===== src/rtl/lifo_arb_pkg.sv =====
// Shared constants and types for the two-client LIFO arbiter.
package lifo_arb_pkg;

    localparam logic [1:0] ST_IDLE  = 2'd0;
    localparam logic [1:0] ST_ISSUE = 2'd1;
    localparam logic [1:0] ST_WAIT  = 2'd2;
    localparam logic [1:0] ST_RESP  = 2'd3;

    localparam logic OP_PUSH = 1'b1;
    localparam logic OP_POP  = 1'b0;

    localparam logic CL_A = 1'b0;
    localparam logic CL_B = 1'b1;

    typedef struct packed {
        logic id;
        logic op;
        logic rej;
    } txn_t;

    function automatic logic is_reject(input logic op, input logic full, input logic empty);
        return (op == OP_PUSH) ? full : empty;
    endfunction

endpackage


===== src/rtl/lifo_arb_rr.sv =====
// Two-way request picker; round-robin by default, fixed A priority with LIFO_ARB_PRIO_EN.
module lifo_arb_rr
    import lifo_arb_pkg::*;
(
    input  logic clk,
    input  logic rst,
    input  logic req_a,
    input  logic req_b,
    input  logic update,
    input  logic win,
    output logic grant
);

`ifdef LIFO_ARB_PRIO_EN
    logic unused_rr;
    assign unused_rr = ^{clk, rst, req_b, update, win};

    always_comb begin
        grant = req_a ? CL_A : CL_B;
    end
`else
    logic last_q;

    always_ff @(posedge clk or negedge rst) begin
        if (!rst) begin
            last_q <= CL_B;
        end else if (update) begin
            last_q <= win;
        end
    end

    always_comb begin
        if (req_a && req_b) begin
            grant = ~last_q;
        end else if (req_a) begin
            grant = CL_A;
        end else begin
            grant = CL_B;
        end
    end
`endif

endmodule


===== src/rtl/lifo_arbiter.sv =====
// Serialises push/pop requests from clients A and B onto a single LIFO.
// Define LIFO_ARB_PRIO_EN for fixed A-over-B priority instead of round-robin.
module lifo_arbiter
    import lifo_arb_pkg::*;
#(
    parameter int DW     = 8,
    parameter int RD_LAT = 1
) (
    input  logic          clk,
    input  logic          rst,
    input  logic          req_a,
    input  logic          op_a,
    input  logic [DW-1:0] wdata_a,
    output logic          ack_a,
    output logic          err_a,
    output logic          rvalid_a,
    output logic [DW-1:0] rdata_a,
    input  logic          req_b,
    input  logic          op_b,
    input  logic [DW-1:0] wdata_b,
    output logic          ack_b,
    output logic          err_b,
    output logic          rvalid_b,
    output logic [DW-1:0] rdata_b,
    output logic [DW-1:0] lifo_in,
    output logic          lifo_wn,
    output logic          lifo_rn,
    input  logic [DW-1:0] lifo_out,
    input  logic          lifo_full,
    input  logic          lifo_empty,
    output logic          busy
);

    localparam logic [1:0] CNT_INIT = 2'(RD_LAT - 1);

    logic [1:0]    state_q, state_d;
    txn_t          txn_q;
    logic [DW-1:0] data_q;
    logic [1:0]    cnt_q;
    logic          req_av, req_bv, any_req;
    logic          gnt, gnt_op, gnt_rej, issue_go;
    logic [DW-1:0] gnt_data;
    logic          in_resp, resp_a, resp_b, rd_capture;

    // A client whose ack is showing still holds req this cycle; do not serve it twice.
    assign req_av  = req_a & ~ack_a;
    assign req_bv  = req_b & ~ack_b;
    assign any_req = req_av | req_bv;

    lifo_arb_rr u_rr (
        .clk    (clk),
        .rst    (rst),
        .req_a  (req_av),
        .req_b  (req_bv),
        .update (in_resp),
        .win    (txn_q.id),
        .grant  (gnt)
    );

    assign gnt_op   = (gnt == CL_B) ? op_b : op_a;
    assign gnt_data = (gnt == CL_B) ? wdata_b : wdata_a;
    assign gnt_rej  = is_reject(gnt_op, lifo_full, lifo_empty);
    assign issue_go = (state_q == ST_IDLE) && any_req && !gnt_rej;

    assign in_resp    = (state_q == ST_RESP);
    assign resp_a     = in_resp && (txn_q.id == CL_A);
    assign resp_b     = in_resp && (txn_q.id == CL_B);
    assign rd_capture = (state_q == ST_WAIT) && (cnt_q == 2'd0);

    assign lifo_in = data_q;
    assign busy    = (state_q != ST_IDLE);

    always_comb begin
        state_d = state_q;
        case (state_q)
            ST_IDLE:  if (any_req) state_d = gnt_rej ? ST_RESP : ST_ISSUE;
            ST_ISSUE: state_d = (txn_q.op == OP_PUSH) ? ST_RESP : ST_WAIT;
            ST_WAIT:  if (cnt_q == 2'd0) state_d = ST_RESP;
            ST_RESP:  state_d = ST_IDLE;
            default:  state_d = ST_IDLE;
        endcase
    end

    always_ff @(posedge clk or negedge rst) begin
        if (!rst) begin
            state_q  <= ST_IDLE;
            txn_q    <= '0;
            data_q   <= '0;
            cnt_q    <= '0;
            lifo_wn  <= 1'b0;
            lifo_rn  <= 1'b0;
            ack_a    <= 1'b0;
            err_a    <= 1'b0;
            rvalid_a <= 1'b0;
            rdata_a  <= '0;
            ack_b    <= 1'b0;
            err_b    <= 1'b0;
            rvalid_b <= 1'b0;
            rdata_b  <= '0;
        end else begin
            state_q <= state_d;

            if ((state_q == ST_IDLE) && any_req) begin
                txn_q.id  <= gnt;
                txn_q.op  <= gnt_op;
                txn_q.rej <= gnt_rej;
                data_q    <= gnt_data;
            end

            if (state_q == ST_ISSUE) begin
                cnt_q <= CNT_INIT;
            end else if ((state_q == ST_WAIT) && (cnt_q != 2'd0)) begin
                cnt_q <= cnt_q - 2'd1;
            end

            // Strobes are registered from the grant so they are high exactly in ISSUE.
            lifo_wn <= issue_go && (gnt_op == OP_PUSH);
            lifo_rn <= issue_go && (gnt_op == OP_POP);

            if (rd_capture) begin
                if (txn_q.id == CL_A) begin
                    rdata_a <= lifo_out;
                end else begin
                    rdata_b <= lifo_out;
                end
            end

            ack_a    <= resp_a;
            err_a    <= resp_a && txn_q.rej;
            rvalid_a <= resp_a && !txn_q.rej && (txn_q.op == OP_POP);
            ack_b    <= resp_b;
            err_b    <= resp_b && txn_q.rej;
            rvalid_b <= resp_b && !txn_q.rej && (txn_q.op == OP_POP);
        end
    end

endmodule


===== config.mk =====
export PLATFORM = sky130hd
export DESIGN_NAME = lifo_arbiter
export DESIGN_NICKNAME = d
export VERILOG_FILES = /design/src/rtl/lifo_arb_pkg.sv /design/src/rtl/lifo_arb_rr.sv /design/src/rtl/lifo_arbiter.sv
export SDC_FILE = /design/constraint.sdc
export NUM_CORES = 1
export LEC_CHECK = 0
export BUFFER_PORTS_ARGS = -buffer_cell sky130_fd_sc_hd__buf_2
export CAP_MARGIN = 20
export CORE_ASPECT_RATIO = 0.6
export CORE_MARGIN = 2
export CORE_UTILIZATION = 52
export CTS_CLUSTER_DIAMETER = 40
export CTS_CLUSTER_SIZE = 8
export DETAILED_ROUTE_END_ITERATION = 8
export PLACE_DENSITY = 0.87
export SYNTH_ARGS = -nofsm -noshare
export SYNTH_HDL_FRONTEND = slang
export SYNTH_SLANG_ARGS = --single-unit

===== constraint.sdc =====
create_clock -name clk -period 2.6 [get_ports clk]
set_input_delay 0.52 -clock clk [delete_from_list [all_inputs] [get_ports clk]]
set_output_delay 0.52 -clock clk [all_outputs]
set_load 0.01 [all_outputs]

==> flow_metrics.tcl <==
set metrics [dict create \
    status "finished clean" \
    grt_pass1_wl_um 5860 \
    cp_cell_sequence "inv_1 > ha_1 > inv_1 > a21o_1 > or4b_1 > o211ai_2" \
    drtIter0Drc 53 \
    finalCritPeriodShare_pct 75.3 \
    cts_buffers 5 \
    place.gp.congestion 0.830 \
    cts_resized 0 \
    worstSetupStartpoint "state_q[0]" \
    required_ns 2.81 \
    hold_violations 0 \
    cts.hold.buffers_added 0 \
    fin_nets 244 \
    std_cell_rows 16 \
    seqCellArea_mm2 0.00100 \
    slowest_delay_ns 0.55 \
    skew_ns 0.00215 \
    clk_latency_ns 0.29 \
    multi_input_area_um2 689 \
    cts_root_buffer "clkbuf_8" \
    avgSynthCellArea_um2 12.5 \
    cp.depth 6 \
    r2r_cells 6 \
    clock.fmax_mhz 511 \
    worstSetupEndpointType "register" \
    crit_buf_inv 2 \
    synth_nets 177 \
    cp_data_arrival_time_ns 2.17 \
    num_vias 1266 \
    cp_slowest_cell "or4b_1" \
    clock-sinks 40 \
    ys_seq_area_share_pct 57.5 \
    drive_gt1_share_pct 45.7 \
    drv_cap 0 \
    die_x_um 78.8 \
    die_y_um 48.9 \
    start_util_pct 54.1 \
    netlist_area_mm2 0.00174 \
    drv_slew 0 \
    syn_inst 140 \
    grt_pass1_vias 1249 \
    syn2layout_area_growth_pct 26.9 \
    rsz0062_at_grt "no" \
    path_max_fanout 23 \
    post_cts_buffers 0 \
    cp_top_family "simple AND/OR/NAND/NOR gates" \
    cpMostUsedCell "inv_1" \
    hp-class "input port to async pin" \
    clkTransAtPathRegs_ns 0.08 \
    cts_max_path_buffers 2 \
    drtAntennaViolNets 0 \
    synth_edf_count 0 \
    ys_ff_latch 40 \
    grt_overflow 0 \
    placed_cell_area_mm2 0.00210 \
    nFillCells 252 \
    final_common_cell "buf_2" \
    synth-warning-count 0 \
    r2r_start "state_q[0]" \
    fin_tns_setup_ns 0 \
    start_kind "register" \
    rrSetupSlack_ns 0.64 \
    routed_wl_um 3550 \
    p_per_area_mw_per_mm2 1160 \
    fin_area_mm2 0.00221 \
    diodes 0 \
    die_area_mm2 0.00385 \
    io_buffers 64 \
    grtUsageTotal_pct 20.0 \
    ys_types 36 \
    setup_viol 0 \
    slew-limit-headroom_pct 41.9 \
    cp-endpoint "txn_q[0]" \
    fin_util_pct 68.7 \
    drt_drc_violations_left 0 \
    p_leak_nw 1.11 \
    final_cell_mix "64 x buf_2, 39 x dfrtp_1, 16 x mux2_2" \
    synthFlopType "dfrtp_1" \
    peakVddDrop_uv 593 \
    dr.pass1.iters 6 \
    dpl.hpwl_um 2560 \
    grt_start_max_net_pins 41 \
    timing.rr.end "txn_q[0]" \
    io_pins 65 \
    core_mm2 0.00322 \
    wl_per_cell_um 14.0 \
    ys_async_sr_fraction_pct 100 \
    via_per_inst 5.00 \
    fin_crit_ns 1.96 \
    tritoncts "done" \
    critPathKind "register to register" \
    htreeDepth 2 \
    tightest_slew_ns 0.872 \
    grt_antenna_before_repair 0 \
]
layout make-up:
cell class                 count  area share (%)
multi-input combinational     88            31.1
clock buffer                   5            3.11
inverter                       8            1.36
timing repair buffer          64            14.5
clock inverter                 3            2.09
tap                           45            2.54
sequential                    40            45.3
layer usage:
| metal | GRT usage [%] | vias to the layer above | wire length (µm) |
|---|---|---|---|
| met4 | 4.68 | 0 | 7 |
| met5 | 0 | - | 0 |
| met3 | 6.11 | 2 | 265 |
| met1 | 28.3 | 597 | 1740 |
| met2 | 30.5 | 49 | 1530 |
| li1 | - | 618 | - |
report_power, final:
part / leakage, nW / total (mW) / internal [mW] / switching [mW]
logic: 0.564 / 1.01 / 0.476 / 0.534
clock network: 0.0548 / 0.507 / 0.289 / 0.219
registers: 0.492 / 1.06 / 0.896 / 0.161
worst min path at each step:
stage | startpoint | to | slack, ns | cells past startpoint
global route | rst | rdata_b[1] | 0.40 | 1
detailed placement | lifo_in[5] | lifo_in[5] | 0.47 | 2
finish | rst | rdata_b[1] | 0.35 | 1
CTS | rst | rdata_b[1] | 0.36 | 1
floorplan | rst | ack_a | 0.22 | 0
global placement | lifo_in[2] | lifo_in[2] | 0.46 | 2
synth_stat cells (2+ instances only):
library cell / number / area, µm²
dfrtp_1: 39 / 976
mux2_2: 16 / 180
nand2_1: 12 / 45.0
o21ai_0: 10 / 50.1
inv_1: 8 / 30.0
mux2i_1: 8 / 80.1
ha_1: 5 / 62.6
nor2_1: 5 / 18.8
a21oi_1: 4 / 20.0
clkbuf_1: 3 / 11.3
nand2b_1: 2 / 12.5
nand3_1: 2 / 10.0
nor2b_1: 2 / 12.5
nor3_1: 2 / 10.0
through the flow:
stage                     hold slack, ns  instances  total power [mW]  setup WS, ns
after detailed placement           0.467        245              2.08         0.687
after CTS                          0.361        253              2.60         0.638
after floorplan                    0.224        140              1.69         0.986
after global routing               0.399        253              2.77         0.485
after global placement             0.460        245              2.04         0.774
final                              0.346        253              2.57         0.643
kinds of logic (layout without fill, tap and decap cells):
kind of cell	after synthesis	in the layout	share of synthesized area, %
muxes	24	24	14.9
DFF	40	40	57.5
AOI/OAI and AO/OA	22	22	8.11
and+or+nand+nor	36	36	12.4
adders and majority gates	5	5	3.59
xor gates and xnor gates	1	1	0.502
buffers and inverters	12	80	3.01
worst reg2reg max path, stage by stage (launching register included):
cell and delay (ns):
dfrtp_1 0.43, inv_1 0.12, ha_1 0.23, inv_1 0.11, a21o_1 0.36, or4b_1 0.56, o211ai_2 0.08
registers in the layout (all words and copies together), names as in the netlist, 2 cells and up:
signal / flops
cnt_q: 2
lifo_in: 8
rdata_a: 8
rdata_b: 8
state_q: 2
txn_q: 3
Note: power is estimated with default switching activity, not from simulation.
